### config.mk
export PLATFORM = sky130hd
export DESIGN_NAME = hazard_fwd_ctrl_flat
export DESIGN_NICKNAME = d
export VERILOG_FILES = /design/src/rtl/hazard_fwd_ctrl_if.sv /design/src/rtl/hazard_fwd_ctrl.sv /design/src/flat_wrapper.sv
export SDC_FILE = /design/constraint.sdc
export NUM_CORES = 1
export LEC_CHECK = 0
export CAP_MARGIN = 10
export CORE_AREA = 2 2 77 79
export CTS_CLUSTER_DIAMETER = 30
export DETAILED_ROUTE_END_ITERATION = 8
export DIE_AREA = 0 0 79 81
export PLACE_DENSITY = 0.65
export SLEW_MARGIN = 20
export SYNTH_ARGS = -nofsm -noshare
export SYNTH_HDL_FRONTEND = slang
export SYNTH_SLANG_ARGS = --single-unit
### constraint.sdc
create_clock -name clk -period 4.67 [get_ports clk]
set_clock_uncertainty 0.15 [all_clocks]
set_input_delay 1.1675 -clock clk [delete_from_list [all_inputs] [get_ports clk]]
set_output_delay 1.1675 -clock clk [all_outputs]
set_load 0.05 [all_outputs]
### src/rtl/hazard_fwd_ctrl_if.sv
// ID-stage request and hazard/forwarding response signals between the decode
// stage and the hazard unit.
interface hazard_fwd_ctrl_if #(
    parameter int CNT_W = 16
);
    logic             id_valid;
    logic [4:0]       id_rs;
    logic [4:0]       id_rt;
    logic [4:0]       id_rd;
    logic             id_reg_dst;
    logic             id_reg_write;
    logic             id_mem_read;
    logic             flush;

    logic             ex_reg_dst;
    logic [4:0]       ex_dest;
    logic [4:0]       mem_dest;
    logic [4:0]       wb_dest;
    logic             wb_reg_write;
    logic [1:0]       fwd_a;
    logic [1:0]       fwd_b;
    logic             stall;
    logic [CNT_W-1:0] stall_cnt;

    modport master (
        output id_valid, id_rs, id_rt, id_rd, id_reg_dst, id_reg_write, id_mem_read, flush,
        input  ex_reg_dst, ex_dest, mem_dest, wb_dest, wb_reg_write, fwd_a, fwd_b, stall,
               stall_cnt
    );

    modport slave (
        input  id_valid, id_rs, id_rt, id_rd, id_reg_dst, id_reg_write, id_mem_read, flush,
        output ex_reg_dst, ex_dest, mem_dest, wb_dest, wb_reg_write, fwd_a, fwd_b, stall,
               stall_cnt
    );
endinterface

### src/rtl/hazard_fwd_ctrl.sv
// Pipeline hazard unit: tracks ID/EX, EX/MEM and MEM/WB control fields, selects ALU
// operand forwarding, and stalls one cycle on load-use with a saturating stall counter.
module hazard_fwd_ctrl #(
    parameter int CNT_W = 16
) (
    input logic              clk,
    input logic              rst_n,
    hazard_fwd_ctrl_if.slave bus
);
    logic             idex_valid_q;
    logic [4:0]       idex_rs_q;
    logic [4:0]       idex_rt_q;
    logic [4:0]       idex_rd_q;
    logic             idex_reg_dst_q;
    logic             idex_reg_write_q;
    logic             idex_mem_read_q;

    logic [4:0]       exmem_dest_q;
    logic             exmem_reg_write_q;
    logic             exmem_mem_read_q;

    logic [4:0]       memwb_dest_q;
    logic             memwb_reg_write_q;

    logic [CNT_W-1:0] cnt_q;

    logic [4:0]       ex_dest;
    logic             ex_reg_write;
    logic             ex_mem_read;
    logic             stall;
    logic             bubble;
    logic [1:0]       fwd_a;
    logic [1:0]       fwd_b;

    always_comb begin
        ex_dest      = idex_reg_dst_q ? idex_rd_q : idex_rt_q;
        ex_reg_write = idex_valid_q & idex_reg_write_q;
        ex_mem_read  = idex_valid_q & idex_mem_read_q;
        stall        = ex_reg_write & ex_mem_read & (ex_dest != 5'd0) & bus.id_valid &
                       ((ex_dest == bus.id_rs) | (ex_dest == bus.id_rt)) & ~bus.flush;
        bubble       = stall | bus.flush;
    end

    // EX/MEM wins over MEM/WB; register 0 never forwards.
    always_comb begin
        fwd_a = 2'b00;
        if (exmem_reg_write_q && (exmem_dest_q != 5'd0) && (exmem_dest_q == idex_rs_q)) begin
            fwd_a = 2'b10;
        end else if (memwb_reg_write_q && (memwb_dest_q != 5'd0) &&
                     (memwb_dest_q == idex_rs_q)) begin
            fwd_a = 2'b01;
        end

        fwd_b = 2'b00;
        if (exmem_reg_write_q && (exmem_dest_q != 5'd0) && (exmem_dest_q == idex_rt_q)) begin
            fwd_b = 2'b10;
        end else if (memwb_reg_write_q && (memwb_dest_q != 5'd0) &&
                     (memwb_dest_q == idex_rt_q)) begin
            fwd_b = 2'b01;
        end
    end

    always_ff @(posedge clk or negedge rst_n) begin
        if (!rst_n) begin
            idex_valid_q      <= 1'b0;
            idex_rs_q         <= 5'd0;
            idex_rt_q         <= 5'd0;
            idex_rd_q         <= 5'd0;
            idex_reg_dst_q    <= 1'b0;
            idex_reg_write_q  <= 1'b0;
            idex_mem_read_q   <= 1'b0;
            exmem_dest_q      <= 5'd0;
            exmem_reg_write_q <= 1'b0;
            exmem_mem_read_q  <= 1'b0;
            memwb_dest_q      <= 5'd0;
            memwb_reg_write_q <= 1'b0;
            cnt_q             <= '0;
        end else begin
            if (bubble) begin
                idex_valid_q     <= 1'b0;
                idex_rs_q        <= 5'd0;
                idex_rt_q        <= 5'd0;
                idex_rd_q        <= 5'd0;
                idex_reg_dst_q   <= 1'b0;
                idex_reg_write_q <= 1'b0;
                idex_mem_read_q  <= 1'b0;
            end else begin
                idex_valid_q     <= bus.id_valid;
                idex_rs_q        <= bus.id_rs;
                idex_rt_q        <= bus.id_rt;
                idex_rd_q        <= bus.id_rd;
                idex_reg_dst_q   <= bus.id_reg_dst;
                idex_reg_write_q <= bus.id_reg_write;
                idex_mem_read_q  <= bus.id_mem_read;
            end

            exmem_dest_q      <= ex_dest;
            exmem_reg_write_q <= ex_reg_write;
            exmem_mem_read_q  <= ex_mem_read;

            memwb_dest_q      <= exmem_dest_q;
            memwb_reg_write_q <= exmem_reg_write_q;

            if (stall && (cnt_q != '1)) begin
                cnt_q <= cnt_q + CNT_W'(1);
            end
        end
    end

    // A load in MEM has no data yet; the load-use stall must keep any valid consumer away.
    a_no_load_fwd : assert property (@(posedge clk) disable iff (!rst_n)
        !(exmem_mem_read_q && idex_valid_q && ((fwd_a == 2'b10) || (fwd_b == 2'b10))));

    assign bus.ex_reg_dst   = idex_reg_dst_q;
    assign bus.ex_dest      = ex_dest;
    assign bus.mem_dest     = exmem_dest_q;
    assign bus.wb_dest      = memwb_dest_q;
    assign bus.wb_reg_write = memwb_reg_write_q;
    assign bus.fwd_a        = fwd_a;
    assign bus.fwd_b        = fwd_b;
    assign bus.stall        = stall;
    assign bus.stall_cnt    = cnt_q;
endmodule
### src/flat_wrapper.sv
// flat-port wrapper written by rule: the top's interface ports become plain ports
module hazard_fwd_ctrl_flat 
#(
    parameter int CNT_W = 16
)
  (clk, rst_n, bus_id_valid, bus_id_rs, bus_id_rt, bus_id_rd, bus_id_reg_dst, bus_id_reg_write, bus_id_mem_read, bus_flush, bus_ex_reg_dst, bus_ex_dest, bus_mem_dest, bus_wb_dest, bus_wb_reg_write, bus_fwd_a, bus_fwd_b, bus_stall, bus_stall_cnt);
  hazard_fwd_ctrl_if #(.CNT_W(CNT_W)) bus_i ();
  input logic clk;
  input logic rst_n;
  input wire logic [$bits(bus_i.id_valid)-1:0] bus_id_valid;
  input wire logic [$bits(bus_i.id_rs)-1:0] bus_id_rs;
  input wire logic [$bits(bus_i.id_rt)-1:0] bus_id_rt;
  input wire logic [$bits(bus_i.id_rd)-1:0] bus_id_rd;
  input wire logic [$bits(bus_i.id_reg_dst)-1:0] bus_id_reg_dst;
  input wire logic [$bits(bus_i.id_reg_write)-1:0] bus_id_reg_write;
  input wire logic [$bits(bus_i.id_mem_read)-1:0] bus_id_mem_read;
  input wire logic [$bits(bus_i.flush)-1:0] bus_flush;
  output wire logic [$bits(bus_i.ex_reg_dst)-1:0] bus_ex_reg_dst;
  output wire logic [$bits(bus_i.ex_dest)-1:0] bus_ex_dest;
  output wire logic [$bits(bus_i.mem_dest)-1:0] bus_mem_dest;
  output wire logic [$bits(bus_i.wb_dest)-1:0] bus_wb_dest;
  output wire logic [$bits(bus_i.wb_reg_write)-1:0] bus_wb_reg_write;
  output wire logic [$bits(bus_i.fwd_a)-1:0] bus_fwd_a;
  output wire logic [$bits(bus_i.fwd_b)-1:0] bus_fwd_b;
  output wire logic [$bits(bus_i.stall)-1:0] bus_stall;
  output wire logic [$bits(bus_i.stall_cnt)-1:0] bus_stall_cnt;
  assign bus_i.id_valid = bus_id_valid;
  assign bus_i.id_rs = bus_id_rs;
  assign bus_i.id_rt = bus_id_rt;
  assign bus_i.id_rd = bus_id_rd;
  assign bus_i.id_reg_dst = bus_id_reg_dst;
  assign bus_i.id_reg_write = bus_id_reg_write;
  assign bus_i.id_mem_read = bus_id_mem_read;
  assign bus_i.flush = bus_flush;
  assign bus_ex_reg_dst = bus_i.ex_reg_dst;
  assign bus_ex_dest = bus_i.ex_dest;
  assign bus_mem_dest = bus_i.mem_dest;
  assign bus_wb_dest = bus_i.wb_dest;
  assign bus_wb_reg_write = bus_i.wb_reg_write;
  assign bus_fwd_a = bus_i.fwd_a;
  assign bus_fwd_b = bus_i.fwd_b;
  assign bus_stall = bus_i.stall;
  assign bus_stall_cnt = bus_i.stall_cnt;
  hazard_fwd_ctrl #(.CNT_W(CNT_W)) u_core (.clk(clk), .rst_n(rst_n), .bus(bus_i));
endmodule
==> reports/metrics.cfg <==
[placement]
hpwl_um=3360
port_buffers=59
gp_congestion=0.7669

[worst_setup_path]
crit_path_top_delay_cell=clkdlybuf4s50_1
cp.required_ps=3350
crit_top_cell=nand2_1
ff2ff_path_depth=5
max_stage_delay_ps=460
crit_start=bus_id_rs[4]
path_class=in2out
rrSetupSlack_ps=2150
crit_path_start_kind=input pin
cp_max_fo=3
cp.arrival_ps=2770
end_kind=primary output
r2r_end=u_core.bus.stall_cnt[1]$_DFFE_PN0P_
crit_path_cell_trace=clkdlybuf4s50_1 > xnor2_1 > nor3_2 > nand3_1 > nand2_1 > nand2_1 > nor2_1 > buf_12
rr_startpoint=u_core.bus.ex_reg_dst$_DFF_PN0_

[yosys]
syn_inst=182
avgSynthCellArea_um2=12.02
yosysTopAreaCell=dfrtp_1
synth.area.top_cells=dfrtp_1, xnor2_1, xor2_1, and2_1, nand3_1
syn_area_um2=2187
yosys_warnings=0
synth_seq_cells=47
syn-num-nets=205
synth_top_area_share_pct=53.78
ys_seq_area_share_pct=53.78
yosysUniqueCellTypes=29

[layout]
fillers=535
multi_input_area_um2=960.9
layout-drive-gt1-share_pct=9.350
nets=268
syn2layout_area_growth_pct=35.53
diodes=0
regArea_um2=1176

[timing]
fin_crit_sh_pct=87.53
rsz0062_at_grt=no
timing.setup.tns_ps=0
setup_violations=0
finalHoldViolations=0
tightest_slew_ps=592.8
slew_viol_final=0
hold_slack_ps=248.8
relSlewSlack_pct=60.48
fin_crit_ps=4088
max_freq_mhz=244.6

[global_route]
grt_start_max_net_pins=48
grt_usage_pct=15.11
grt_pass1_wl_um=7362
antenna_found_initial=0
first_global_vias=1550
overflow=0

[routing]
route.detailed.drc=0
totalWireLength_um=4454
dr.pass1.iters=4
wl_per_cell_um=13.88
vias_per_cell=4.685
drt_iter0_markers=50
route.met2.wl_um=2157
wl_met3_um=239
vias=1504
ant_nets=0
wl_met1_um=2028
top_layer=met4

[die]
initial_utilization_pct=38.54
row_count=28
die_w_um=79
core-area_um2=5675
pin_count=60
die_y_um=81
fp.dieArea_um2=6399

[clocking]
htree_num_levels=2
clk_pin_slew_ps=90
cts_resized=0
post_cts_buffers=0
cts_buffers=5
worstSkewPairLatency_ps=300
cts_sinks=47
root_buffer=clkbuf_8
tritoncts=done
cts_hold_buffers=0
clock_path_buffers=2

[worst_hold_path]
hp-start=u_core.exmem_reg_write_q$_DFF_PN0_
whs_path_depth=0
worst_hold_path_type=reg2reg
hold_end=u_core.bus.wb_reg_write$_DFF_PN0_

[pwr]
ir_worst_vdd_mv=0.2097
p_leak_nw=1.311
power.density_nw_per_um2=294.8

[flow_run]
drv_cap=0

[status]
status=finished clean

cells in the mapped netlist:
library cell  number
a21oi_2            1
a21oi_4            2
a31oi_1            1
and2_1            21
and3_1             4
and4_1             2
and4b_1            1
buf_6              2
clkbuf_2           1
dfrtp_1           47
ha_1               1
inv_1              6
mux2_2             2
mux2i_1            3
mux2i_2            2
nand2_1            8
nand3_1           10
nand3_2            1
nand4_1            4
nand4_2            1
nor2_1             5
nor3_2             2
nor4_1             4
nor4_2             1
o21ai_0            2
or4_1              4
xnor2_1           25
xnor2_2            1
xor2_1            18
final cells by class:
cell class / instances / share of cell area (%)
clock inverters: 3 / 1.477
repair buffers: 59 / 20.18
inverters: 6 / 0.7598
multi-input cells: 126 / 32.42
flip-flops and latches: 47 / 39.68
well taps: 75 / 3.166
clock buffers: 5 / 2.322
per-layer routing:
metal | vias to the layer above | track usage, %
met2 | 48 | 24.49
li1 | 734 | -
met3 | 4 | 4.333
met5 | - | 0
met4 | 0 | 4.138
met1 | 718 | 20.00
stage by stage:
stage / utilization, % / power (W) / setup WS [ps] / instances / instance area [um^2]
after CTS: 52.18 / 0.0008870 / 573.9 / 321 / 2962
after global routing: 52.23 / 0.0009119 / 416.6 / 321 / 2964
after global placement: 50.20 / 0.0005859 / 576.7 / 313 / 2849
after floorplan: - / 0.0005272 / 6.209 / 182 / 2187
final: 52.23 / 0.0008737 / 582.4 / 321 / 2964
after detailed placement: 50.20 / 0.0005872 / 596.9 / 313 / 2849
logic make-up (layout without fill, tap and decap cells):
group / after synthesis / count (layout) / synth area share [%]
simple gates: 68 / 68 / 19.11
flops: 47 / 47 / 53.78
xor+xnor: 44 / 44 / 17.96
buf+inv: 9 / 73 / 2.288
mux: 7 / 7 / 3.661
compound gates: 6 / 6 / 2.632
fa+ha+maj: 1 / 1 / 0.5720
registers in the layout (all words and copies together) (netlist names):
name,flops
u_core.bus.stall_cnt,16
u_core.bus.mem_dest,5
u_core.bus.wb_dest,5
u_core.idex_rd_q,5
u_core.idex_rs_q,5
u_core.idex_rt_q,5
u_core.bus.ex_reg_dst,1
u_core.bus.wb_reg_write,1
u_core.exmem_reg_write_q,1
u_core.idex_mem_read_q,1
u_core.idex_reg_write_q,1
u_core.idex_valid_q,1
power by group:
part | switching, W | leakage (nW) | internal [W] | total, W
logic | 0.0000785 | 0.633 | 0.0000594 | 0.000138
registers | 0.0000169 | 0.620 | 0.000422 | 0.000438
clock network | 0.000138 | 0.0581 | 0.000159 | 0.000297
critical path: cells and delay by family:
kind                      cells  cell delay (ps)
xor gates and xnor gates      1              170
buffers and inverters         2              630
and+or+nand+nor               5              800
worst max path at each step:
| stage | end | slack [ps] | depth (start not counted) |
|---|---|---|---|
| global route | bus_fwd_a[0] | 420 | 5 |
| finish | bus_stall | 580 | 8 |
| floorplan | bus_fwd_a[0] | 6 | 4 |
| global placement | bus_stall | 580 | 8 |
| CTS | bus_stall | 570 | 8 |
| detailed placement | bus_stall | 600 | 8 |
cell usage in the layout (no fill, tap or decap), types with 5 or more instances in the layout:
cell	instances
clkdlybuf4s50_1	57
clkbuf_8	5
inv_1	6
nor2_1	5
dfrtp_1	47
nand3_1	10
xnor2_1	25
xor2_1	18
and2_1	21
nand2_1	8
Power figures use the tool's default switching activity.
